==> src/rtl/serial_adder_pkg.sv <==
// Shared types and elaboration helpers for the digit-serial adder.
package serial_adder_pkg;

  typedef enum logic [1:0] {
    IDLE = 2'd0,
    RUN  = 2'd1,
    DONE = 2'd2
  } state_e;

  function automatic int num_digits(input int width, input int digit_w);
    return width / digit_w;
  endfunction

  // Index counter needs at least one bit even when there is a single digit.
  function automatic int idx_width(input int n_digits);
    return (n_digits > 1) ? $clog2(n_digits) : 1;
  endfunction

endpackage

==> src/rtl/serial_adder_digit_adder.sv <==
// Combinational ripple of DIGIT_W full-adder cells; exposes the carry into the
// top bit so the caller can derive signed overflow on the final digit.
module digit_adder #(
  parameter int DIGIT_W = 4
) (
  input  logic [DIGIT_W-1:0] a,
  input  logic [DIGIT_W-1:0] b,
  input  logic               c_in,
  output logic [DIGIT_W-1:0] sum,
  output logic               c_out,
  output logic               c_msb_in
);

  always_comb begin
    logic carry;
    sum      = '0;
    c_msb_in = c_in;
    carry    = c_in;
    for (int i = 0; i < DIGIT_W; i++) begin
      if (i == DIGIT_W - 1) c_msb_in = carry;
      sum[i] = a[i] ^ b[i] ^ carry;
      carry  = (a[i] & b[i]) | (carry & (a[i] ^ b[i]));
    end
    c_out = carry;
  end

endmodule

==> src/rtl/serial_adder.sv <==
// Digit-serial adder with valid/ready handshakes on both sides.
// Optional subtract mode is built when SERIAL_ADDER_SUB_EN is defined.
//
//   state | meaning
//   IDLE  | waiting for operands, in_ready high
//   RUN   | adding one digit per cycle, low digit first
//   DONE  | result held, out_valid high until out_ready
module serial_adder
  import serial_adder_pkg::*;
#(
  parameter int WIDTH   = 16,
  parameter int DIGIT_W = 4
) (
  input  logic             clk,
  input  logic             rst,
  input  logic             in_valid,
  output logic             in_ready,
  input  logic [WIDTH-1:0] a,
  input  logic [WIDTH-1:0] b,
  input  logic             c_in,
`ifdef SERIAL_ADDER_SUB_EN
  input  logic             sub,
`endif
  output logic             out_valid,
  input  logic             out_ready,
  output logic [WIDTH-1:0] sum,
  output logic             c_out,
  output logic             ovf
);

  localparam int NUM_DIGITS = num_digits(WIDTH, DIGIT_W);
  localparam int IDX_W      = idx_width(NUM_DIGITS);
  localparam logic [IDX_W-1:0] LAST_IDX = IDX_W'(NUM_DIGITS - 1);

  if ((WIDTH % DIGIT_W) != 0) begin : g_bad_width
    $error("serial_adder: WIDTH (%0d) must be a multiple of DIGIT_W (%0d)", WIDTH, DIGIT_W);
  end

  state_e           state_q, state_d;
  logic [IDX_W-1:0] idx_q;
  logic [WIDTH-1:0] a_q, b_q;
  logic             carry_q;
  logic             accept, last_digit;
  logic [WIDTH-1:0] b_eff;
  logic             cin_eff;

  logic [DIGIT_W-1:0] dig_sum;
  logic               dig_cout, dig_cmsb;

  // Subtraction folds into the operand capture: store ~b and force carry-in.
`ifdef SERIAL_ADDER_SUB_EN
  always_comb begin
    b_eff   = sub ? ~b : b;
    cin_eff = sub ? 1'b1 : c_in;
  end
`else
  always_comb begin
    b_eff   = b;
    cin_eff = c_in;
  end
`endif

  always_ff @(posedge clk) begin
    if (rst) state_q <= IDLE;
    else     state_q <= state_d;
  end

  always_comb begin
    state_d   = state_q;
    in_ready  = 1'b0;
    out_valid = 1'b0;
    case (state_q)
      IDLE: begin
        in_ready = 1'b1;
        if (in_valid) state_d = RUN;
      end
      RUN: begin
        if (last_digit) state_d = DONE;
      end
      DONE: begin
        out_valid = 1'b1;
        if (out_ready) state_d = IDLE;
      end
      default: state_d = IDLE;
    endcase
  end

  assign accept     = in_valid & in_ready;
  assign last_digit = (idx_q == LAST_IDX);

  digit_adder #(.DIGIT_W(DIGIT_W)) u_digit (
    .a        (a_q[idx_q*DIGIT_W +: DIGIT_W]),
    .b        (b_q[idx_q*DIGIT_W +: DIGIT_W]),
    .c_in     (carry_q),
    .sum      (dig_sum),
    .c_out    (dig_cout),
    .c_msb_in (dig_cmsb)
  );

  // carry_q is loaded with the carry-in at accept, so digit 0 needs no special case.
  always_ff @(posedge clk) begin
    if (rst) begin
      idx_q   <= '0;
      a_q     <= '0;
      b_q     <= '0;
      carry_q <= 1'b0;
      sum     <= '0;
      c_out   <= 1'b0;
      ovf     <= 1'b0;
    end else if (accept) begin
      a_q     <= a;
      b_q     <= b_eff;
      carry_q <= cin_eff;
      idx_q   <= '0;
    end else if (state_q == RUN) begin
      sum[idx_q*DIGIT_W +: DIGIT_W] <= dig_sum;
      carry_q <= dig_cout;
      if (last_digit) begin
        idx_q <= '0;
        c_out <= dig_cout;
        ovf   <= dig_cmsb ^ dig_cout;
      end else begin
        idx_q <= idx_q + 1'b1;
      end
    end
  end

endmodule

==> config.mk <==
export PLATFORM = sky130hd
export DESIGN_NAME = serial_adder
export DESIGN_NICKNAME = d
export VERILOG_FILES = /design/src/rtl/serial_adder_pkg.sv /design/src/rtl/serial_adder_digit_adder.sv /design/src/rtl/serial_adder.sv
export SDC_FILE = /design/constraint.sdc
export NUM_CORES = 1
export LEC_CHECK = 0
export CAP_MARGIN = 20
export CORE_MARGIN = 2
export CORE_UTILIZATION = 53
export DETAILED_ROUTE_END_ITERATION = 12
export PLACE_DENSITY_LB_ADDON = 0.15
export SLEW_MARGIN = 20
export SYNTH_ARGS = -nofsm -noshare
export SYNTH_HDL_FRONTEND = slang
export SYNTH_HIERARCHICAL = 1
export SYNTH_SLANG_ARGS = --single-unit
==> constraint.sdc <==
create_clock -name clk -period 4.28 [get_ports clk]
set_input_delay 0.856 -clock clk [delete_from_list [all_inputs] [get_ports clk]]
set_output_delay 0.856 -clock clk [all_outputs]
set_load 0.01 [all_outputs]
==> results of run 1 <==
## worst paths after layout
check / start / to / slack, ps
worst max-delay path: idx_q[0] / ovf / 1030
worst max register to register: idx_q[0] / ovf / 1030
worst min register to register: a_q[15] / a_q[15] / 460
worst min-delay path: a_q[15] / a_q[15] / 460
## sequential cells by signal, indices dropped and copies added (netlist names)
name and flops:
state_q 2, idx_q 2, c_out 1, b_q 16, ovf 1, sum 16
a_q 16, carry_q 1
## critical path, stage by stage (launching register included)
cell,delay (ps)
sky130_fd_sc_hd__dfxtp_1,830
sky130_fd_sc_hd__mux4_2,610
sky130_fd_sc_hd__fa_1,420
sky130_fd_sc_hd__inv_1,70
sky130_fd_sc_hd__fa_1,180
sky130_fd_sc_hd__fa_1,170
sky130_fd_sc_hd__inv_1,70
sky130_fd_sc_hd__fa_1,420
sky130_fd_sc_hd__xnor2_1,150
sky130_fd_sc_hd__a211oi_1,230
## placed cells by master, fill, tap and decap left out, drive strengths merged, types with 2 or more instances in the layout
cell type / instances
nand3: 5
fa: 4
o32ai: 12
mux2i: 3
dfxtp: 55
ha: 5
nor2: 6
a211oi: 3
nor2b: 2
inv: 22
clkinv: 3
clkbuf: 5
buf: 2
and3b: 4
nand2b: 5
a21oi: 36
nand2: 69
clkdlybuf4s50: 55
mux4: 8
## power by group
group / internal [mW] / leakage (nW) / switching (mW)
sequential: 0.534 / 0.449 / 0.0179
clock: 0.112 / 0.0477 / 0.160
combinational: 0.0735 / 0.595 / 0.0664
total: 0.720 / 1.09 / 0.244
## cell type report
type	count	area, sq um	share of cell area [%]
Multi-Input combinational cell	173	1154	37.83
Sequential cell	55	1101	36.11
Timing Repair Buffer	57	563.0	18.47
Inverter	22	82.58	2.708
Clock buffer	5	68.82	2.257
Tap cell	52	65.06	2.134
Clock inverter	3	15.01	0.4924
## per-layer routing
layer  GRT usage, %  routed length (um)  up-vias
met5              0                   0        -
met4          8.805                 101        0
met3          3.938                 181       10
met2          33.44                2460       53
met1          24.45                2026      931
li1               -                   -      993
## logic make-up after synthesis
| group | count (synthesis) | synth area share, % |
|---|---|---|
| muxes | 11 | 8.673 |
| AOI/OAI and AO/OA | 53 | 13.42 |
| DFF | 55 | 45.43 |
| xor gates and xnor gates | 1 | 0.3614 |
| adders and majority gates | 9 | 5.886 |
| and+or+nand+nor | 99 | 19.00 |
| buffers and inverters | 40 | 7.227 |
==> run summary, run 1 <==
WORST SETUP PATH
----------------------------------------------------------------------------------------
Kind of critical path ..................................................... register to register
Arrival @ worst endpoint ..................................................      3460 ps
Required time worst endpoint ..............................................      4490 ps
Crit path max fanout ......................................................           16
Capturing element type of the critical path ...............................     register
Cell depth of the worst flop-to-flop path .................................            9
Sort of element at the start of the critical path .........................     register

TIMING
----------------------------------------------------------------------------------------
Worst setup slack after layout ............................................      1033 ps
Unrepaired setup endpoints after global routing ...........................        false
Worst Hold Slack ..........................................................     459.3 ps
Final cycle utilization of the critical path ..............................       75.86%
Slew Limit Fails ..........................................................            0
Count of endpoints failing hold in the final timing report ................            0
Setup TNS after final layout ..............................................         0 ps
Measured slew at the worst slew-check pin .................................     973.8 ps
Relative max-transition margin ............................................       35.08%
Fmax ......................................................................    308.0 MHz
Post-Route Skew ...........................................................     7.420 ps
Post-route minimum period .................................................      3247 ps
Total setup violations reported at the end of the flow ....................            0

PWR
----------------------------------------------------------------------------------------
Standby leakage power .....................................................     1.092 nW
Total design power ........................................................    0.9645 mW
Maximum resistive drop on vdd .............................................    0.2581 mV
Power per Cell Area ....................................................... 316.3 nW/um^2

WORST HOLD PATH
----------------------------------------------------------------------------------------
Cells on Worst Hold Path ..................................................            2
Path class of the lowest-slack min-delay path ............................. register to register

YOSYS
----------------------------------------------------------------------------------------
Seq cells post-synth ......................................................           55
Primary FF master, synth .................................................. sky130_fd_sc_hd__dfxtp_1
Synth Area per Inst .......................................................  9.043 sq um
Mapped Nets ...............................................................          314
Proportion of synthesized chip area in sequential cells ...................       45.43%
Total number of yosys warnings ............................................            6
Gate Count Post-Synth .....................................................          268
Number of enable flip-flop cells after synthesis ..........................            0
Most common cell in the synthesized netlist ............................... sky130_fd_sc_hd__nand2_1
Leading cell types by total area after synthesis .......................... sky130_fd_sc_hd__dfxtp_1, sky130_fd_sc_hd__nand2_1, sky130_fd_sc_hd__a21oi_1
Synthesized cell area .....................................................   2424 sq um
Synth top cells by count .................................................. sky130_fd_sc_hd__nand2_1, sky130_fd_sc_hd__dfxtp_1, sky130_fd_sc_hd__a21oi_1
Count of different cell masters after synthesis ...........................           32
Post-synth top area cell .................................................. sky130_fd_sc_hd__dfxtp_1
Ys async rst share ........................................................           0%
Share of the synthesized area in the top cell type ........................       45.43%

DRT
----------------------------------------------------------------------------------------
Post-detailed-route via-to-cell ratio .....................................        5.414
Final wirelength ..........................................................      4769 um
WL per Instance ...........................................................     12.99 um
Vias after detailed routing ...............................................         1987
Remaining routing DRC violations ..........................................            0
Antenna violation net count after detailed routing ........................            0
Number of search-and-repair iterations in the first detailed-routing pass .            4
Starting DRC count in detailed routing ....................................          115

DIE
----------------------------------------------------------------------------------------
DIE HEIGHT ................................................................     71.62 um
I/O pin count .............................................................           57
Row Count .................................................................           24
Starting Density ..........................................................       55.28%
Total Die Area ............................................................   5129 sq um
Width of the die ..........................................................     71.62 um
Total core area ...........................................................   4384 sq um

CTS
----------------------------------------------------------------------------------------
Post-CTS setup buffer count ...............................................            0
Clock tree from TritonCTS .................................................         done
Number of hold-repair buffers added at the cts stage ......................            0
Number of buffers created by CTS ..........................................            5
Resized cells post-CTS ....................................................            0
H-tree levels .............................................................            2
Num Clock Sinks ...........................................................           55
Clk Latency, worst-skew pair ..............................................       300 ps
Clock slew at reported path FFs ...........................................        90 ps
Clock Tree Buf Depth ......................................................            2
CTS root buf .............................................................. sky130_fd_sc_hd__clkbuf_8

PLACEMENT
----------------------------------------------------------------------------------------
HPWL after DPL ............................................................      3438 um
Final weighted congestion in routability-driven placement .................       0.8369
Setup WS pre-CTS ..........................................................      1027 ps
Buffers added on ports ....................................................           56
Number of cells after detailed placement ..................................          359
Standard cell area after detailed placement ...............................   2965 sq um

GRT
----------------------------------------------------------------------------------------
Number of global-route vias before repair .................................         1831
Maximum number of pins on one net before global-route repair ..............           60
GRT Residual Overflow .....................................................            0
Global-route wire length before repair ....................................      7990 um
Total routing usage reported by global routing ............................       19.76%
Antenna violations before repair ..........................................            0

CELLS AND AREA
----------------------------------------------------------------------------------------
Area Overhead vs Synth ....................................................       25.81%
Filler cell count .........................................................          396
Number of inserted diodes .................................................            0
Final design utilization ..................................................       69.55%
Fraction of layout instances using a drive strength above 1 ...............       7.937%
Final Net Count ...........................................................          360
Post-Layout Inst Area .....................................................   3049 sq um
Cell Count, Final, Fillers Out ............................................          367

STATUS
----------------------------------------------------------------------------------------
Outcome ................................................................... finished clean

FLOW RUN
----------------------------------------------------------------------------------------
Max-capacitance violation count ...........................................            0

Power figures use the tool's default switching activity.
==> run 2: changes to the inputs <==
--- a/config.mk
+++ b/config.mk
@@ -7,7 +7,7 @@
 export LEC_CHECK = 0
 export CAP_MARGIN = 20
 export CORE_MARGIN = 2
-export CORE_UTILIZATION = 53
+export CORE_UTILIZATION = 49
 export DETAILED_ROUTE_END_ITERATION = 12
 export PLACE_DENSITY_LB_ADDON = 0.15
 export SLEW_MARGIN = 20
==> constraint.sdc (replaced) <==
create_clock -name clk -period 3.1 [get_ports clk]
set_input_delay 0.62 -clock clk [delete_from_list [all_inputs] [get_ports clk]]
set_output_delay 0.62 -clock clk [all_outputs]
set_load 0.01 [all_outputs]
==> run 2 against run 1 <==
  * Worst hold slack worse by 2.7 ps
  * Non-clock buffer count grew 6
  * Clock power rose by 40%
  * First-iteration DRC count down 7.0%
  * Clock skew grew 0.91 ps
  * Utilization shrank 4.0 points
  * Largest power group unchanged
  * Die area is 7.7% higher
  * Critical path depth stayed put
  * Design area increased by 2.1%
==> run summary, run 2 (same netlist as run 1, synthesis figures left out) <==
DRT
----------------------------------------------------------------------------------------
Final wirelength ..........................................................      4951 um
Met2 layer wire length in the routed design ...............................      2482 um
Uppermost metal layer occupied by signal nets .............................         met4
M1 WL .....................................................................      2232 um
Vias after detailed routing ...............................................         1964
Antenna violation net count after detailed routing ........................            0
Post-detailed-route via-to-cell ratio .....................................        5.062
Starting DRC count in detailed routing ....................................          107
Number of search-and-repair iterations in the first detailed-routing pass .            4
Remaining routing DRC violations ..........................................            0
WL per Instance ...........................................................     12.76 um
Routed length on met3 .....................................................       205 um

WORST SETUP PATH
----------------------------------------------------------------------------------------
CP delay by family, top ...................................................  adder cells
Chain of cells forming the critical path .................................. mux4_2 > fa_1 > inv_1 > fa_1 > fa_1 > inv_1 > fa_1 > xnor2_1 > a211oi_1
Number of buffers and inverters on the critical path ......................            2
Required time worst endpoint ..............................................      3320 ps
Arrival @ worst endpoint ..................................................      3010 ps
Capturing element type of the critical path ...............................     register
Most common cell on crit path ............................................. sky130_fd_sc_hd__fa_1
Sort of element at the start of the critical path .........................     register
Kind of critical path ..................................................... register to register
CP max stage delay ........................................................       550 ps
Worst path slowest cell ................................................... sky130_fd_sc_hd__mux4_2
Crit path max fanout ......................................................            4

TIMING
----------------------------------------------------------------------------------------
Worst setup slack after layout ............................................     312.5 ps
Total setup violations reported at the end of the flow ....................            0
Unrepaired setup endpoints after global routing ...........................        false
Post-Route Skew ...........................................................     8.329 ps
Fmax ......................................................................    358.7 MHz
Final cycle utilization of the critical path ..............................       89.92%
Relative max-transition margin ............................................       54.39%
Post-route minimum period .................................................      2787 ps
Slew Limit Fails ..........................................................            0
Count of endpoints failing hold in the final timing report ................            0
Measured slew at the worst slew-check pin .................................     684.2 ps
Setup TNS after final layout ..............................................         0 ps

DIE
----------------------------------------------------------------------------------------
I/O pin count .............................................................           57
DIE HEIGHT ................................................................     74.33 um
Row Count .................................................................           25
Starting Density ..........................................................       50.97%
Total Die Area ............................................................   5525 sq um
Width of the die ..........................................................     74.33 um
Total core area ...........................................................   4755 sq um

GRT
----------------------------------------------------------------------------------------
Antenna violations before repair ..........................................            0
Maximum number of pins on one net before global-route repair ..............           42
GRT Residual Overflow .....................................................            0
Total routing usage reported by global routing ............................       19.51%
Global-route wire length before repair ....................................      8376 um
Number of global-route vias before repair .................................         1827

CTS
----------------------------------------------------------------------------------------
Post-CTS setup buffer count ...............................................            0
Clock Tree Buf Depth ......................................................            2
Resized cells post-CTS ....................................................            0
Clk Latency, worst-skew pair ..............................................       300 ps
H-tree levels .............................................................            2
Number of hold-repair buffers added at the cts stage ......................            0
Clock slew at reported path FFs ...........................................        90 ps
Num Clock Sinks ...........................................................           55
CTS root buf .............................................................. sky130_fd_sc_hd__clkbuf_8
Clock tree from TritonCTS .................................................         done
Number of buffers created by CTS ..........................................            5

CELLS AND AREA
----------------------------------------------------------------------------------------
Commonest non-fill, non-tap cell in the layout ............................ sky130_fd_sc_hd__nand2_1
Filler cell count .........................................................          423
Area Overhead vs Synth ....................................................       28.50%
Commonest cells after routing, fill and taps aside ........................ sky130_fd_sc_hd__nand2_1, sky130_fd_sc_hd__dfxtp_1, sky130_fd_sc_hd__clkdlybuf4s50_1
Fraction of layout instances using a drive strength above 1 ...............       9.034%
Largest registers ......................................................... a_q: 16 flops, b_q: 16 flops, sum: 16 flops
Number of inserted diodes .................................................            0
Final Net Count ...........................................................          366

PWR
----------------------------------------------------------------------------------------
Standby leakage power .....................................................     1.117 nW
Power per Cell Area ....................................................... 432.1 nW/um^2
Maximum resistive drop on vdd .............................................    0.2472 mV

FLOW RUN
----------------------------------------------------------------------------------------
Max-capacitance violation count ...........................................            0

STATUS
----------------------------------------------------------------------------------------
Outcome ................................................................... finished clean

PLACEMENT
----------------------------------------------------------------------------------------
Setup WS pre-CTS ..........................................................     328.3 ps
Buffers added on ports ....................................................           56
HPWL after DPL ............................................................      3716 um
Final weighted congestion in routability-driven placement .................       0.7869

WORST HOLD PATH
----------------------------------------------------------------------------------------
Path class of the lowest-slack min-delay path ............................. register to register

run 2: changes by cell type in the layout (fill, tap and decap cells not counted), sizes merged:
cell	previous run	this run
clkinv	3	1
clkbuf	5	6
clkinvlp	0	1
buf	2	8
run 2: path summary, 6_finish.rpt:
check | startpoint | to | slack, ps | depth (start not counted)
setup / recovery | idx_q[0] | ovf | 310 | 9
hold / removal | sum[10] | sum[10] | 460 | 2
setup reg to reg | idx_q[0] | ovf | 310 | 9
hold reg to reg | sum[10] | sum[10] | 460 | 2
run 2: power by group:
group	internal [mW]	switching, mW	total (mW)
clock	0.158	0.223	0.382
combinational	0.107	0.0984	0.205
sequential	0.738	0.0207	0.759
run 2: final cells by class:
type | instances | area (sq um) | area share (%)
Multi-Input combinational cell | 173 | 1154 | 37.04
Sequential cell | 55 | 1101 | 35.36
Timing Repair Buffer | 63 | 608.1 | 19.53
Tap cell | 67 | 83.83 | 2.692
Inverter | 22 | 82.58 | 2.652
Clock buffer | 6 | 72.57 | 2.330
Clock inverter | 2 | 12.51 | 0.4018
run 2: worst register-to-register path, stage by stage (launching register included):
cell,delay (ps)
sky130_fd_sc_hd__dfxtp_1,430
sky130_fd_sc_hd__mux4_2,550
sky130_fd_sc_hd__fa_1,420
sky130_fd_sc_hd__inv_1,70
sky130_fd_sc_hd__fa_1,190
sky130_fd_sc_hd__fa_1,180
sky130_fd_sc_hd__inv_1,70
sky130_fd_sc_hd__fa_1,420
sky130_fd_sc_hd__xnor2_1,150
sky130_fd_sc_hd__a211oi_1,220
run 2: layer usage:
metal,track usage (%),vias to the layer above
met5,0,-
met4,4.167,0
met3,3.659,4
met2,32.54,48
met1,26.72,912
li1,-,1000
run 2: metrics by stage:
| step | area, sq um | util [%] | total power [mW] | hold slack [ps] | std cells |
|---|---|---|---|---|---|
| finish | 3114 | 65.50 | 1.346 | 456.6 | 388 |
| global route | 3114 | 65.50 | 1.409 | 478.5 | 388 |
| CTS | 3114 | 65.50 | 1.358 | 459.0 | 388 |
| detailed placement | 3029 | 63.71 | 0.9818 | 446.5 | 380 |
| global placement | 3029 | 63.71 | 0.9781 | 444.2 | 380 |
| floorplan | 2424 | - | 0.8909 | 433.1 | 268 |
==> run 3: changes to the inputs <==
--- a/config.mk
+++ b/config.mk
@@ -6,7 +6,6 @@
 export NUM_CORES = 1
 export LEC_CHECK = 0
 export CAP_MARGIN = 20
-export CORE_MARGIN = 2
 export CORE_UTILIZATION = 49
 export DETAILED_ROUTE_END_ITERATION = 12
 export PLACE_DENSITY_LB_ADDON = 0.15
==> run 3 against run 2 <==
  * Largest cell class unchanged
  * Worst hold slack worse by 0.69 ps
  * Wire length up 1.6%
  * Non-clock buffer count down 1
  * Global-route usage up 1.5 points
==> run summary, run 3 (same netlist as run 1, synthesis figures left out) <==
WORST SETUP PATH
----------------------------------------------------------------------------------------
Arrival @ worst endpoint ..................................................      3010 ps
Required time worst endpoint ..............................................      3320 ps
Chain of cells forming the critical path .................................. mux4_2 > fa_1 > inv_1 > fa_1 > fa_1 > inv_1 > fa_1 > xnor2_1 > a211oi_1
Worst r2r dst .............................................................          ovf
Number of buffers and inverters on the critical path ......................            2
Sort of element at the start of the critical path .........................     register
Cell depth of the worst flop-to-flop path .................................            9
FF-to-FF Start ............................................................     idx_q[0]
Most common cell on crit path ............................................. sky130_fd_sc_hd__fa_1
Cell depth of the worst setup path ........................................            9
Worst path slowest cell ................................................... sky130_fd_sc_hd__mux4_2
Crit path max fanout ......................................................            4
Kind of critical path ..................................................... register to register
CP max stage delay ........................................................       550 ps
CP delay by family, top ...................................................  adder cells
Capturing element type of the critical path ...............................     register
Worst R2R Setup Slack .....................................................       310 ps

CELLS AND AREA
----------------------------------------------------------------------------------------
Filler cell count .........................................................          430
Commonest non-fill, non-tap cell in the layout ............................ sky130_fd_sc_hd__nand2_1
Commonest cells after routing, fill and taps aside ........................ sky130_fd_sc_hd__nand2_1, sky130_fd_sc_hd__dfxtp_1, sky130_fd_sc_hd__clkdlybuf4s50_1
Fraction of layout instances using a drive strength above 1 ...............       8.750%
Final Net Count ...........................................................          365
Largest registers ......................................................... a_q: 16 flops, b_q: 16 flops, sum: 16 flops
Area occupied by multi-input gates ........................................   1154 sq um
Area Overhead vs Synth ....................................................       29.32%
Area taken by flip-flops and latches ......................................   1101 sq um
Number of inserted diodes .................................................            0
Post-Layout Inst Area .....................................................   3134 sq um

GRT
----------------------------------------------------------------------------------------
Antenna violations before repair ..........................................            0
Global-route wire length before repair ....................................      8445 um
Total routing usage reported by global routing ............................       20.99%
Number of global-route vias before repair .................................         1837
Maximum number of pins on one net before global-route repair ..............           41
GRT Residual Overflow .....................................................            0

CTS
----------------------------------------------------------------------------------------
Clock Tree Buf Depth ......................................................            2
CTS root buf .............................................................. sky130_fd_sc_hd__clkbuf_8
Post-CTS setup buffer count ...............................................            0
Number of buffers created by CTS ..........................................            5
H-tree levels .............................................................            2
Resized cells post-CTS ....................................................            0
Num Clock Sinks ...........................................................           55
Clock tree from TritonCTS .................................................         done
Clock slew at reported path FFs ...........................................       100 ps
Clk Latency, worst-skew pair ..............................................       310 ps
Number of hold-repair buffers added at the cts stage ......................            0

WORST HOLD PATH
----------------------------------------------------------------------------------------
Cells on Worst Hold Path ..................................................            2
Worst Hold Endpoint .......................................................       b_q[7]
Path class of the lowest-slack min-delay path ............................. register to register
Worst hold start ..........................................................       b_q[7]

DIE
----------------------------------------------------------------------------------------
DIE HEIGHT ................................................................     72.33 um
Row Count .................................................................           25
Total Die Area ............................................................   5232 sq um
I/O pin count .............................................................           57
Width of the die ..........................................................     72.33 um
Total core area ...........................................................   4755 sq um
Starting Density ..........................................................       50.97%

PWR
----------------------------------------------------------------------------------------
Maximum resistive drop on vdd .............................................    0.2821 mV
Standby leakage power .....................................................     1.126 nW
Power per Cell Area ....................................................... 444.3 nW/um^2

TIMING
----------------------------------------------------------------------------------------
Count of endpoints failing hold in the final timing report ................            0
Total setup violations reported at the end of the flow ....................            0
Post-route minimum period .................................................      2790 ps
Measured slew at the worst slew-check pin .................................     691.1 ps
Worst Hold Slack ..........................................................     455.9 ps
Setup TNS after final layout ..............................................         0 ps
Slew Limit Fails ..........................................................            0
Final cycle utilization of the critical path ..............................       90.02%
Fmax ......................................................................    358.4 MHz
Relative max-transition margin ............................................       53.92%
Post-Route Skew ...........................................................     8.090 ps
Unrepaired setup endpoints after global routing ...........................        false

PLACEMENT
----------------------------------------------------------------------------------------
Buffers added on ports ....................................................           56
HPWL after DPL ............................................................      3713 um
Standard cell area after detailed placement ...............................   3034 sq um
Final weighted congestion in routability-driven placement .................       0.8203

STATUS
----------------------------------------------------------------------------------------
Outcome ................................................................... finished clean

DRT
----------------------------------------------------------------------------------------
Number of search-and-repair iterations in the first detailed-routing pass .            4
Remaining routing DRC violations ..........................................            0
Final wirelength ..........................................................      5029 um
Post-detailed-route via-to-cell ratio .....................................        5.127
WL per Instance ...........................................................     12.99 um
Antenna violation net count after detailed routing ........................            0
Vias after detailed routing ...............................................         1984
Starting DRC count in detailed routing ....................................          113

FLOW RUN
----------------------------------------------------------------------------------------
Max-capacitance violation count ...........................................            0

## run 3: cell count changes in the layout (fill, tap and decap cells not counted)
cell,delta
sky130_fd_sc_hd__clkinv_2,-1
sky130_fd_sc_hd__clkinvlp_4,-1
sky130_fd_sc_hd__buf_12,+1
sky130_fd_sc_hd__buf_4,-2
sky130_fd_sc_hd__clkbuf_8,+2
## run 3: stage by stage
step	cells	setup WS, ps	power (mW)	utilization [%]
after floorplan	268	173.9	0.8909	-
after global placement	379	436.1	0.9796	63.82
after detailed placement	379	339.6	0.9831	63.82
after CTS	387	304.5	1.398	65.92
after global routing	387	128.2	1.455	65.92
final	387	309.5	1.393	65.92
## run 3: per-layer routing
metal  vias up  wire, um  track usage [%]
li1       1001         -                -
met1       925      2252            26.98
met2        50      2512            35.72
met3         8       175            3.333
met4         0        89            7.625
met5         -         0                0
## run 3: where the power goes
group          leakage, nW  switching, mW  total [mW]  internal [mW]
sequential           0.449         0.0215       0.759          0.738
combinational        0.626         0.0987       0.207          0.108
clock               0.0515          0.222       0.426          0.204
total                 1.13          0.342        1.39           1.05
## run 3: layout make-up
type	instances	share of cell area (%)
clock buffers	8	3.194
inverters	22	2.635
multi-input cells	173	36.81
flip-flops and latches	55	35.13
well taps	67	2.675
repair buffers	62	19.56
## run 3: worst register-to-register path: stages, from the launching register on
cell and delay [ps]:
sky130_fd_sc_hd__dfxtp_1 420, sky130_fd_sc_hd__mux4_2 550, sky130_fd_sc_hd__fa_1 440, sky130_fd_sc_hd__inv_1 80, sky130_fd_sc_hd__fa_1 180, sky130_fd_sc_hd__fa_1 160
sky130_fd_sc_hd__inv_1 70, sky130_fd_sc_hd__fa_1 420, sky130_fd_sc_hd__xnor2_1 150, sky130_fd_sc_hd__a211oi_1 240
## run 3: worst max path at each step
stage                         from  end
final                     idx_q[0]  ovf
after CTS                 idx_q[0]  ovf
after global routing      idx_q[0]  ovf
after detailed placement  idx_q[0]  ovf
after global placement    idx_q[0]  ovf
after floorplan           idx_q[0]  ovf
